### src/rtl/line_raster_pkg.sv
// Shared types and helpers for the line_raster block.
package line_raster_pkg;

    typedef enum logic [1:0] {
        ST_IDLE = 2'd0,
        ST_INIT = 2'd1,
        ST_STEP = 2'd2,
        ST_DONE = 2'd3
    } state_t;

    // Signed error/delta width: two extra bits cover the sign and the 2*err term.
    function automatic int err_width(input int coord_w);
        return coord_w + 2;
    endfunction

endpackage

### src/rtl/line_step.sv
// Combinational Bresenham step: next point and error from the current point.
module line_step
    import line_raster_pkg::*;
#(
    parameter int COORD_W = 8,
    parameter int ERR_W   = err_width(COORD_W)
) (
    input  logic [COORD_W-1:0]      i_x,
    input  logic [COORD_W-1:0]      i_y,
    input  logic signed [ERR_W-1:0] i_err,
    input  logic signed [ERR_W-1:0] i_dx,
    input  logic signed [ERR_W-1:0] i_dy,
    input  logic                    i_sx_neg,
    input  logic                    i_sy_neg,
    output logic [COORD_W-1:0]      o_x,
    output logic [COORD_W-1:0]      o_y,
    output logic signed [ERR_W-1:0] o_err
);

    localparam logic [COORD_W-1:0] ONE = COORD_W'(1);

    logic signed [ERR_W-1:0] w_e2;
    logic signed [ERR_W-1:0] w_err_x;
    logic signed [ERR_W-1:0] w_err_y;

    assign w_e2 = i_err <<< 1;

    // Both axis tests use the same e2, so a diagonal move updates x and y together.
    always_comb begin
        o_x     = i_x;
        o_y     = i_y;
        w_err_x = '0;
        w_err_y = '0;
        if (w_e2 >= i_dy) begin
            w_err_x = i_dy;
            o_x     = i_sx_neg ? (i_x - ONE) : (i_x + ONE);
        end else begin
            w_err_x = '0;
        end
        if (w_e2 <= i_dx) begin
            w_err_y = i_dx;
            o_y     = i_sy_neg ? (i_y - ONE) : (i_y + ONE);
        end else begin
            w_err_y = '0;
        end
        o_err = i_err + w_err_x + w_err_y;
    end

endmodule

### src/rtl/line_raster.sv
// Bresenham line rasteriser with a valid/ready pixel stream.
// Define LINE_RASTER_CLIP_EN to suppress points outside SCREEN_W x SCREEN_H.
module line_raster
    import line_raster_pkg::*;
#(
    parameter int COORD_W  = 8,
    parameter int SCREEN_W = 64,
    parameter int SCREEN_H = 64
) (
    input  logic               clk,
    input  logic               n_rst,
    input  logic               i_start,
    input  logic [COORD_W-1:0] i_x0,
    input  logic [COORD_W-1:0] i_y0,
    input  logic [COORD_W-1:0] i_x1,
    input  logic [COORD_W-1:0] i_y1,
    output logic               o_busy,
    output logic               o_pix_valid,
    input  logic               i_pix_ready,
    output logic [COORD_W-1:0] o_pix_x,
    output logic [COORD_W-1:0] o_pix_y,
    output logic               o_pix_last,
    output logic               o_done
);

    localparam int ERR_W = err_width(COORD_W);

    state_t                  r_state;
    state_t                  w_next_state;
    logic [COORD_W-1:0]      r_x0, r_y0, r_x1, r_y1;
    logic [COORD_W-1:0]      r_x, r_y;
    logic signed [ERR_W-1:0] r_err, r_dx, r_dy;
    logic                    r_sx_neg, r_sy_neg;

    logic signed [ERR_W-1:0] w_ddx, w_ddy, w_adx, w_ndy;
    logic [COORD_W-1:0]      w_step_x, w_step_y;
    logic signed [ERR_W-1:0] w_step_err;
    logic                    w_at_end, w_in_cur, w_in_next, w_adv;

    assign w_ddx = $signed({2'b00, r_x1}) - $signed({2'b00, r_x0});
    assign w_ddy = $signed({2'b00, r_y1}) - $signed({2'b00, r_y0});
    assign w_adx = w_ddx[ERR_W-1] ? -w_ddx : w_ddx;
    assign w_ndy = w_ddy[ERR_W-1] ? w_ddy : -w_ddy;

    line_step #(.COORD_W(COORD_W), .ERR_W(ERR_W)) u_step (
        .i_x      (r_x),
        .i_y      (r_y),
        .i_err    (r_err),
        .i_dx     (r_dx),
        .i_dy     (r_dy),
        .i_sx_neg (r_sx_neg),
        .i_sy_neg (r_sy_neg),
        .o_x      (w_step_x),
        .o_y      (w_step_y),
        .o_err    (w_step_err)
    );

    assign w_at_end = (r_x == r_x1) && (r_y == r_y1);

`ifdef LINE_RASTER_CLIP_EN
    localparam logic [COORD_W:0] SW_L = (COORD_W+1)'(SCREEN_W);
    localparam logic [COORD_W:0] SH_L = (COORD_W+1)'(SCREEN_H);
    // Points along a line move monotonically, so the on-screen run is contiguous
    // and the last visible pixel is the one whose successor is off-screen.
    assign w_in_cur  = ({1'b0, r_x} < SW_L) && ({1'b0, r_y} < SH_L);
    assign w_in_next = ({1'b0, w_step_x} < SW_L) && ({1'b0, w_step_y} < SH_L);
`else
    assign w_in_cur  = 1'b1;
    assign w_in_next = 1'b1;
`endif

    // Off-screen points advance without waiting for the consumer.
    assign w_adv = !w_in_cur || i_pix_ready;

    assign o_busy      = (r_state != ST_IDLE);
    assign o_done      = (r_state == ST_DONE);
    assign o_pix_valid = (r_state == ST_STEP) && w_in_cur;
    assign o_pix_last  = o_pix_valid && (w_at_end || !w_in_next);
    assign o_pix_x     = r_x;
    assign o_pix_y     = r_y;

    // Next-state decode.
    always_comb begin
        w_next_state = r_state;
        case (r_state)
            ST_IDLE: begin
                if (i_start) begin
                    w_next_state = ST_INIT;
                end else begin
                    w_next_state = ST_IDLE;
                end
            end
            ST_INIT: w_next_state = ST_STEP;
            ST_STEP: begin
                if (w_adv && w_at_end) begin
                    w_next_state = ST_DONE;
                end else begin
                    w_next_state = ST_STEP;
                end
            end
            ST_DONE: w_next_state = ST_IDLE;
            default: w_next_state = ST_IDLE;
        endcase
    end

    // State register and line datapath.
    always_ff @(posedge clk or negedge n_rst) begin
        if (!n_rst) begin
            r_state  <= ST_IDLE;
            r_x0     <= '0;
            r_y0     <= '0;
            r_x1     <= '0;
            r_y1     <= '0;
            r_x      <= '0;
            r_y      <= '0;
            r_err    <= '0;
            r_dx     <= '0;
            r_dy     <= '0;
            r_sx_neg <= 1'b0;
            r_sy_neg <= 1'b0;
        end else begin
            r_state <= w_next_state;
            case (r_state)
                ST_IDLE: begin
                    if (i_start) begin
                        r_x0 <= i_x0;
                        r_y0 <= i_y0;
                        r_x1 <= i_x1;
                        r_y1 <= i_y1;
                    end
                end
                ST_INIT: begin
                    r_dx     <= w_adx;
                    r_dy     <= w_ndy;
                    r_err    <= w_adx + w_ndy;
                    r_sx_neg <= (r_x1 < r_x0);
                    r_sy_neg <= (r_y1 < r_y0);
                    r_x      <= r_x0;
                    r_y      <= r_y0;
                end
                ST_STEP: begin
                    if (w_adv && !w_at_end) begin
                        r_x   <= w_step_x;
                        r_y   <= w_step_y;
                        r_err <= w_step_err;
                    end
                end
                default: begin
                end
            endcase
        end
    end

endmodule

### config.mk
export PLATFORM = sky130hd
export DESIGN_NAME = line_raster
export DESIGN_NICKNAME = d
export VERILOG_FILES = /design/src/rtl/line_raster_pkg.sv /design/src/rtl/line_step.sv /design/src/rtl/line_raster.sv
export SDC_FILE = /design/constraint.sdc
export NUM_CORES = 1
export LEC_CHECK = 0
export BUFFER_PORTS_ARGS = -buffer_cell sky130_fd_sc_hd__buf_4
export CAP_MARGIN = 5
export CORE_MARGIN = 2
export CORE_UTILIZATION = 65
export DETAILED_ROUTE_END_ITERATION = 8
export PLACE_DENSITY = 0.86
export REMOVE_ABC_BUFFERS = 1
export SLEW_MARGIN = 20
export SYNTH_ARGS = -nofsm -noshare
export SYNTH_HDL_FRONTEND = slang
export SYNTH_SLANG_ARGS = --single-unit
### constraint.sdc
create_clock -name clk -period 12.1 [get_ports clk]
set_clock_uncertainty 0.2 [all_clocks]
set_input_delay 2.42 -clock clk [delete_from_list [all_inputs] [get_ports clk]]
set_output_delay 2.42 -clock clk [all_outputs]
set_load 0.01 [all_outputs]
==> flow_summary.json, run 1 <==
{
  "wl_per_cell_um": 17.5,
  "synth.distinct_cells": 63,
  "drive_gt1_share_pct": 17.6,
  "gp_congestion": 0.899,
  "syn_area_per_cell_um2": 9.41,
  "cts_buffer_depth": 2,
  "drt-total-wl_mm": 15.2,
  "hold_class": "flip-flop to flip-flop",
  "drt-met1-wl_mm": 6.40,
  "antenna-diode-count": 0,
  "synthArstFlopShare_pct": 100,
  "grt_usage_pct": 31.1,
  "first_iter_violations": 251,
  "initial_core_util_pct": 66.2,
  "top_layer": "met4",
  "maxSlewViolCount": 0,
  "dieArea_um2": 10600,
  "yosys_warnings": 0,
  "die_x_um": 103,
  "vias": 5150,
  "post-cts-setup-buffers": 0,
  "maxCapViolations": 0,
  "cp_slowest_cell": "nor4_1",
  "antenna_found_initial": 0,
  "cp_cell_sequence": "xor2_1, nor4_1, nand2_1, nor4b_1, buf_4",
  "wl_met3_um": 827,
  "start_kind": "flip-flop",
  "worstSetupEndpointType": "primary output",
  "route.met2.wl_mm": 7.38,
  "stdcell_count": 867,
  "fin_setup_tns_ps": 0,
  "nets": 849,
  "grt_pass1_wl_mm": 25.3,
  "grt.overflow.total": 0,
  "fin_crit_ps": 4880,
  "cts_tree": "done",
  "yosys_register_bits": 81,
  "synth_edf_count": 0,
  "mostFrequentLayoutCells": "81 x dfrtp_1, 68 x ha_1, 64 x inv_1, 58 x nor2_1, 57 x buf_4",
  "arrival_ps": 2260,
  "area_growth_pct": 11.8,
  "maxClockFrequency_ghz": 0.205,
  "fin_crit_sh_pct": 40.3,
  "rsz0062_at_grt": "no",
  "crit_family": "simple AND/OR/NAND/NOR gates",
  "insertion_delay_ps": 360,
  "hold_buffers": 0,
  "crit_buf_inv": 1,
  "critical_path_class": "flip-flop to primary output",
  "syn_inst": 678,
  "worstPathMaxFanout": 4,
  "yosysTopAreaCell": "dfrtp_1",
  "viasPerCell": 5.94,
  "clk_pin_slew_ps": 80,
  "fillers": 703,
  "htreeDepth": 3,
  "finalSetupViolCount": 0,
  "dp.cells": 853,
  "hold_violations": 0,
  "cts.sinks": 81,
  "synth_area_leaders": "dfrtp_1 32%, ha_1 13%, mux2_2 6.7%",
  "multi_input_area_um2": 4050,
  "yosysSeqAreaShare_pct": 31.8,
  "synth_area_um2": 6380,
  "rows": 36,
  "slowest_delay_ps": 480,
  "cp.required_ps": 9480,
  "drc": 0,
  "core_area_um2": 9640,
  "worst_slew_pin_slew_ps": 873,
  "fp.dieH_um": 103,
  "dr.pass1.iters": 5,
  "grt_pass1_vias": 5388,
  "cts_root_buffer": "clkbuf_8",
  "ant_nets": 0,
  "ctsResizeCount": 0,
  "hpwl_mm": 11.3,
  "slew_headroom_pct": 41.8,
  "io_buffers": 55,
  "regArea_um2": 2030,
  "grt_start_max_net_pins": 82,
  "netlist.area_leader.share_pct": 31.8,
  "io_pins": 56,
  "status": "completed",
  "cts_made_buffers": 9,
  "synth_ff_type": "dfrtp_1",
  "layout_commonest_cell": "dfrtp_1"
}
==> final timing paths <==
path	from	to	slack (ps)	cells past startpoint
setup / recovery	o_pix_x[4]	o_pix_last	7220	5
hold / removal	r_dx[9]	r_dx[9]	310	2
setup reg to reg	r_y1[0]	r_err[8]	7330	18
hold reg to reg	r_dx[9]	r_dx[9]	310	2
max in group asynchronous	n_rst	o_pix_y[5]	9290	1
min in group asynchronous	n_rst	r_dy[3]	1900	1
==> metal layers <==
metal  vias up  track usage (%)
met5         -                0
met4         0             16.3
met3        52             5.90
met2       188             51.4
met1      2461             38.6
li1       2449                -
==> sequential cells by signal, indices dropped and copies added (netlist names) <==
name and cells:
r_dx 10, r_dy 10, r_err 9, o_pix_x 8, o_pix_y 8, r_x0 8
r_x1 8, r_y0 8, r_y1 8, r_state 2, r_sx_neg 1, r_sy_neg 1
==> layout make-up <==
cell class	instances	area share (%)
well taps	133	2.33
clock buffers	11	2.12
inverters	64	3.37
repair buffers	58	6.15
flip-flops and latches	81	28.4
clock inverters	3	0.912
multi-input cells	517	56.7
==> worst register-to-register path: cells and delay by family, from the launching register on <==
| kind | cells | cell delay [ps] |
|---|---|---|
| flops | 1 | 410 |
| fa+ha+maj | 3 | 1030 |
| buf+inv | 2 | 120 |
| mux | 2 | 650 |
| xor+xnor | 1 | 240 |
| compound gates | 9 | 1910 |
| simple gates | 1 | 80 |
==> cell families after synthesis <==
group           count (synthesis)  share of synthesized area [%]
fa+ha+maj                      82                           17.7
simple gates                  170                           13.1
mux                            51                           8.77
flops                          81                           31.8
buf+inv                        80                           4.80
compound gates                154                           15.5
xor+xnor                       60                           8.35
==> cell usage after synthesis (3+ instances only) <==
master and n:
dfrtp_1 81, a21o_1 14, o21ai_0 47, o21a_1 7, nand2b_1 7, nand2_1 40, nor2b_1 14, and4_1 3
o21bai_1 4, buf_2 5, nor2_1 58, xnor2_1 36, a31oi_1 4, and3_1 3, mux2i_1 12, clkbuf_1 8
buf_1 3, nand3_1 5, mux2_2 38, a21boi_0 3, fa_1 14, and2_1 9, inv_1 64, xor2_1 23
ha_1 68, a21oi_1 42, nor3_1 14, o21ai_1 4
==> through the flow <==
step                      utilization, %  setup WS (ps)  instance area, um^2  hold slack (ps)
final                               74.0           7220                 7140              314
after global routing                74.0           6990                 7140              334
after CTS                           74.0           7260                 7130              316
after detailed placement            71.7           7360                 6920              299
after global placement              71.7           7440                 6920              291
after floorplan                        -           7560                 6310              263
Power of run 1 is not shown: default switching activity piles up to over one toggle a cycle in this logic, so the estimate is an artifact.
==> inputs of run 2 (changes only) <==
--- a/config.mk
+++ b/config.mk
@@ -8,9 +8,9 @@
 export BUFFER_PORTS_ARGS = -buffer_cell sky130_fd_sc_hd__buf_4
 export CAP_MARGIN = 5
 export CORE_MARGIN = 2
-export CORE_UTILIZATION = 65
+export CORE_UTILIZATION = 61
 export DETAILED_ROUTE_END_ITERATION = 8
-export PLACE_DENSITY = 0.86
+export PLACE_DENSITY = 0.81
 export REMOVE_ABC_BUFFERS = 1
 export SLEW_MARGIN = 20
 export SYNTH_ARGS = -nofsm -noshare
==> constraint.sdc (replaced) <==
create_clock -name clk -period 4.5 [get_ports clk]
set_clock_uncertainty 0.2 [all_clocks]
set_input_delay 0.9 -clock clk [delete_from_list [all_inputs] [get_ports clk]]
set_output_delay 0.9 -clock clk [all_outputs]
set_load 0.01 [all_outputs]
==> run 2 against run 1 <==
Effect of this change:
- cell count is 1.6% higher
- register-to-register slack lost 7200 ps
- critical path depth grew 12
==> flow_summary.json, run 2 (same netlist as run 1, synthesis figures left out) <==
{
  "status": "completed",
  "ff2ff_setup_slack_ps": 170,
  "worstPathMaxFanout": 7,
  "crit_buf_inv": 1,
  "cp.required_ps": 4550,
  "initial_core_util_pct": 62.4,
  "finalSetupViolCount": 0,
  "grt_start_max_net_pins": 82,
  "grt_pass1_vias": 5387,
  "busiest_layer": "met2",
  "timing.rr.start": "r_err[3]",
  "gp_congestion": 0.923,
  "mostFrequentLayoutCells": "81 x dfrtp_1, 67 x ha_1, 66 x buf_4, 64 x inv_1, 58 x nor2_1",
  "cts_made_buffers": 9,
  "slowest_delay_ps": 460,
  "cts.sinks": 81,
  "rsz0062_at_grt": "yes",
  "maxSlewViolCount": 0,
  "clk_pin_slew_ps": 80,
  "hold_violations": 0,
  "layout_commonest_cell": "dfrtp_1",
  "met2_usage_pct": 47.1,
  "die_x_um": 106,
  "worstSetupEndpointType": "flip-flop",
  "grt_pass1_wl_mm": 25.0,
  "dieArea_um2": 11300,
  "crit_family": "compound AO/OA/AOI/OAI gates",
  "worst_slew_pin_slew_ps": 830,
  "reg.largest.list": "r_dx: 10 flops, r_dy: 10 flops, r_err: 9 flops",
  "vias": 5082,
  "hpwl_mm": 11.3,
  "grt_usage_pct": 28.2,
  "io_pins": 56,
  "fin_crit_ps": 4330,
  "dr.pass1.iters": 4,
  "crit_start": "r_err[3]",
  "grt.overflow.total": 0,
  "r2r-end": "r_err[7]",
  "drive_gt1_share_pct": 19.5,
  "antenna-diode-count": 0,
  "fillers": 771,
  "cts_tree": "done",
  "nets": 858,
  "maxCapViolations": 0,
  "cp_num_cells": 17,
  "grt_use_met3_pct": 4.84,
  "cp_cell_sequence": "ha_1, and4_1, a21oi_1, a21boi_0, o21ai_1, buf_4, and2_1, fa_1, ha_1, nor2b_1, o21a_1, o21ai_0, nand2b_1, a21oi_1, xor2_1, o21ai_0, o22a_1",
  "reg2reg_depth": 17,
  "ant_nets": 0,
  "arrival_ps": 4380,
  "wl_per_cell_um": 16.7,
  "cts_root_buffer": "clkbuf_8",
  "core_area_um2": 10200,
  "rows": 37,
  "endpoint": "r_err[7]",
  "maxClockFrequency_ghz": 0.231,
  "area_growth_pct": 12.5,
  "fin_setup_tns_ps": 0,
  "fp.dieH_um": 106,
  "antenna_found_initial": 0,
  "viasPerCell": 5.77,
  "slew_headroom_pct": 44.4,
  "cts_buffer_depth": 2,
  "fin_util_pct": 70.2,
  "io_buffers": 55,
  "use_met1_pct": 35.5,
  "hold_class": "flip-flop to flip-flop",
  "insertion_delay_ps": 370,
  "start_kind": "flip-flop",
  "drt-total-wl_mm": 14.7,
  "fin_crit_sh_pct": 96.1,
  "htreeDepth": 3,
  "first_iter_violations": 282,
  "critical_path_class": "flip-flop to flip-flop",
  "cp_slowest_cell": "fa_1",
  "drc": 0
}
## run 2: cell count changes in the layout (fill, tap and decap cells not counted), moves of 2 or more
cell,delta
a21oi_1,-2
a21oi_2,+2
buf_4,+9
o21ai_1,+2
clkinv_2,+3
bufinv_16,-2
clkinvlp_4,+2
o21ai_0,-2
clkbuf_8,-2
## run 2: metrics by stage
step / instance area (um^2) / cells / worst slack [ps] / hold WS, ps
detailed placement: 6960 / 861 / -20.4 / 294
global placement: 6960 / 861 / 125 / 288
global route: 7180 / 881 / -40.3 / 342
floorplan: 6310 / 662 / 197 / 263
finish: 7180 / 881 / 175 / 309
CTS: 7130 / 877 / 27.8 / 312
## run 2: worst min-delay path by stage
stage | startpoint | endpoint | slack, ps | cells after the start
floorplan | r_dx[9] | r_dx[9] | 260 | 2
global placement | r_y0[1] | r_y0[1] | 290 | 1
detailed placement | r_y0[1] | r_y0[1] | 290 | 1
CTS | r_y0[1] | r_y0[1] | 310 | 1
global route | r_x0[7] | r_x0[7] | 340 | 1
finish | r_y0[7] | r_y0[7] | 310 | 1
## run 2: layout make-up
| type | count | area (um^2) | share of cell area (%) |
|---|---|---|---|
| inverters | 64 | 240 | 3.35 |
| repair buffers | 67 | 507 | 7.06 |
| clock inverters | 6 | 35.0 | 0.488 |
| clock buffers | 10 | 128 | 1.78 |
| flip-flops and latches | 81 | 2030 | 28.2 |
| multi-input cells | 517 | 4070 | 56.7 |
| well taps | 136 | 170 | 2.37 |
## run 2: routing by layer
layer | part of all wire (%) | up-vias
li1 | - | 2466
met4 | 3.3 | 0
met2 | 49 | 149
met5 | 0 | -
met3 | 4.3 | 38
met1 | 43 | 2429
## run 2: timing repair
action | CTS | global route
hold buffers | 0 | 0
pin swaps | 0 | 3
gates resized for setup | 1 | 7
setup endpoints to repair | 1 | 3
buffers inserted | 0 | 4
Power of run 2 is left out for the same reason.
==> inputs of run 3 (changes only) <==
--- a/config.mk
+++ b/config.mk
@@ -7,7 +7,7 @@
 export LEC_CHECK = 0
 export BUFFER_PORTS_ARGS = -buffer_cell sky130_fd_sc_hd__buf_4
 export CAP_MARGIN = 5
-export CORE_MARGIN = 2
+export CORE_MARGIN = 4
 export CORE_UTILIZATION = 61
 export DETAILED_ROUTE_END_ITERATION = 8
 export PLACE_DENSITY = 0.81
@@ -15,4 +15,5 @@
 export SLEW_MARGIN = 20
 export SYNTH_ARGS = -nofsm -noshare
 export SYNTH_HDL_FRONTEND = slang
+export SYNTH_HIERARCHICAL = 1
 export SYNTH_SLANG_ARGS = --single-unit
==> run 3 against run 2 <==
Effect of this change:
- synthesized cell count increased by 1.3%
- sequential share of layout area shrank 0.55 points
- worst setup slack got worse by 44 ps
- via count increased by 1.2%
- utilization up 0.74 points
- non-clock buffer count up 1
- count of clock-buffer cells in the layout decreased by 1
- global-route usage shrank 4.2 points
- worst hold slack improved by 6.8 ps
- cell count up 0.45%
- critical path depth decreased by 2
==> flow_summary.json, run 3 <==
{
  "fillers": 804,
  "ant_nets": 0,
  "wl_per_cell_um": 16.6,
  "start_kind": "flip-flop",
  "antenna-diode-count": 0,
  "drive_gt1_share_pct": 21.5,
  "cts.sinks": 81,
  "dr.pass1.iters": 5,
  "status": "completed",
  "maxSlewViolCount": 0,
  "initial_core_util_pct": 62.6,
  "syn_inst": 687,
  "nets": 865,
  "antenna_found_initial": 0,
  "dieArea_um2": 12300,
  "worstPathMaxFanout": 18,
  "arrival_ps": 4420,
  "critical_path_class": "flip-flop to flip-flop",
  "synth_area_um2": 6470,
  "clk_pin_slew_ps": 80,
  "fin_crit_ps": 4370,
  "slew_headroom_pct": 31.6,
  "cts_root_buffer": "clkbuf_8",
  "area_growth_pct": 13.2,
  "cts_tree": "done",
  "maxClockFrequency_ghz": 0.229,
  "slowest_delay_ps": 470,
  "worst_slew_pin_slew_ps": 1020,
  "syn_area_per_cell_um2": 9.41,
  "cp_slowest_cell": "fa_1",
  "fin_setup_tns_ps": 0,
  "gp_congestion": 0.949,
  "viasPerCell": 5.81,
  "cts_buffer_depth": 2,
  "fp.dieH_um": 111,
  "grt_pass1_vias": 5099,
  "rows": 37,
  "grt_pass1_wl_mm": 24.4,
  "mostFrequentLayoutCells": "81 x dfrtp_1, 78 x nor2_1, 68 x ha_1, 67 x buf_4, 63 x inv_1",
  "grt_usage_pct": 24.0,
  "detailedPlace.worstSlack_ps": -1.94,
  "yosys_warnings": 6,
  "cp_cell_sequence": "ha_1, and2_4, a221o_1, a211oi_2, buf_4, nor2_1, fa_1, ha_1, a21oi_1, nor2b_1, o21a_1, o41ai_1, xnor2_1, a31oi_1, nand3_1",
  "maxCapViolations": 0,
  "layout_commonest_cell": "dfrtp_1",
  "fin_crit_sh_pct": 97.1,
  "io_pins": 56,
  "drc": 0,
  "io_buffers": 55,
  "stdcell_area_um2": 7320,
  "hpwl_mm": 11.3,
  "stdcell_count": 885,
  "hold_violations": 0,
  "crit_family": "compound AO/OA/AOI/OAI gates",
  "first_iter_violations": 244,
  "grt_start_max_net_pins": 82,
  "multi_input_area_um2": 4180,
  "reg.largest.list": "r_dx: 10 flops, r_dy: 10 flops, r_err: 9 flops",
  "crit_buf_inv": 1,
  "core_area_um2": 10300,
  "vias": 5141,
  "worstSetupEndpointType": "flip-flop",
  "grt.overflow.total": 0,
  "regArea_um2": 2030,
  "dp.cells": 869,
  "cts_made_buffers": 9,
  "drt-total-wl_mm": 14.7,
  "postPlaceCellArea_um2": 7070,
  "hold_class": "flip-flop to flip-flop",
  "hold_buffers": 0,
  "finalSetupViolCount": 0,
  "layout_setup_ws_ps": 131,
  "crit_top_cell": "ha_1",
  "die_x_um": 111,
  "cp.required_ps": 4550,
  "htreeDepth": 3,
  "insertion_delay_ps": 370
}
[run 3: what timing repair did]
item / 4_1_cts / 5_1_grt
setup endpoints to repair: 2 / 3
buffers inserted: 0 / 1
resized for setup: 2 / 10
pin swaps: 0 / 5
[run 3: per-layer routing]
metal / global-route usage, % / part of all wire (%) / wire length (um)
met1: 31.3 / 44 / 6410
met4: 5.91 / 1.9 / 274
met3: 4.42 / 5.6 / 824
met5: 0 / 0 / 0
met2: 41.3 / 49 / 7220
[run 3: area by class of cell]
type	instances	area share, %
clock buffers	9	1.69
clock inverters	6	0.923
inverters	63	3.23
multi-input cells	522	57.1
flip-flops and latches	81	27.7
well taps	136	2.32
repair buffers	68	7.03
[run 3: worst paths after layout]
check | from | endpoint | slack (ps) | cells after the start
setup reg to reg | r_err[8] | r_err[8] | 130 | 15
min in group asynchronous | n_rst | r_err[2] | 370 | 1
max in group asynchronous | n_rst | r_y0[5] | 3210 | 1
hold / removal | r_dx[8] | r_dx[8] | 320 | 1
setup / recovery | r_err[8] | r_err[8] | 130 | 15
hold reg to reg | r_dx[8] | r_dx[8] | 320 | 1
[run 3: through the flow]
| stage | util, % | hold WS, ps |
|---|---|---|
| 3_5_place_dp | 68.5 | 300 |
| 4_1_cts | 70.4 | 320 |
| 5_1_grt | 70.9 | 333 |
| 6_report | 70.9 | 316 |
| 3_3_place_gp | 68.5 | 289 |
| 2_1_floorplan | - | 264 |
Power of run 3 is left out for the same reason.
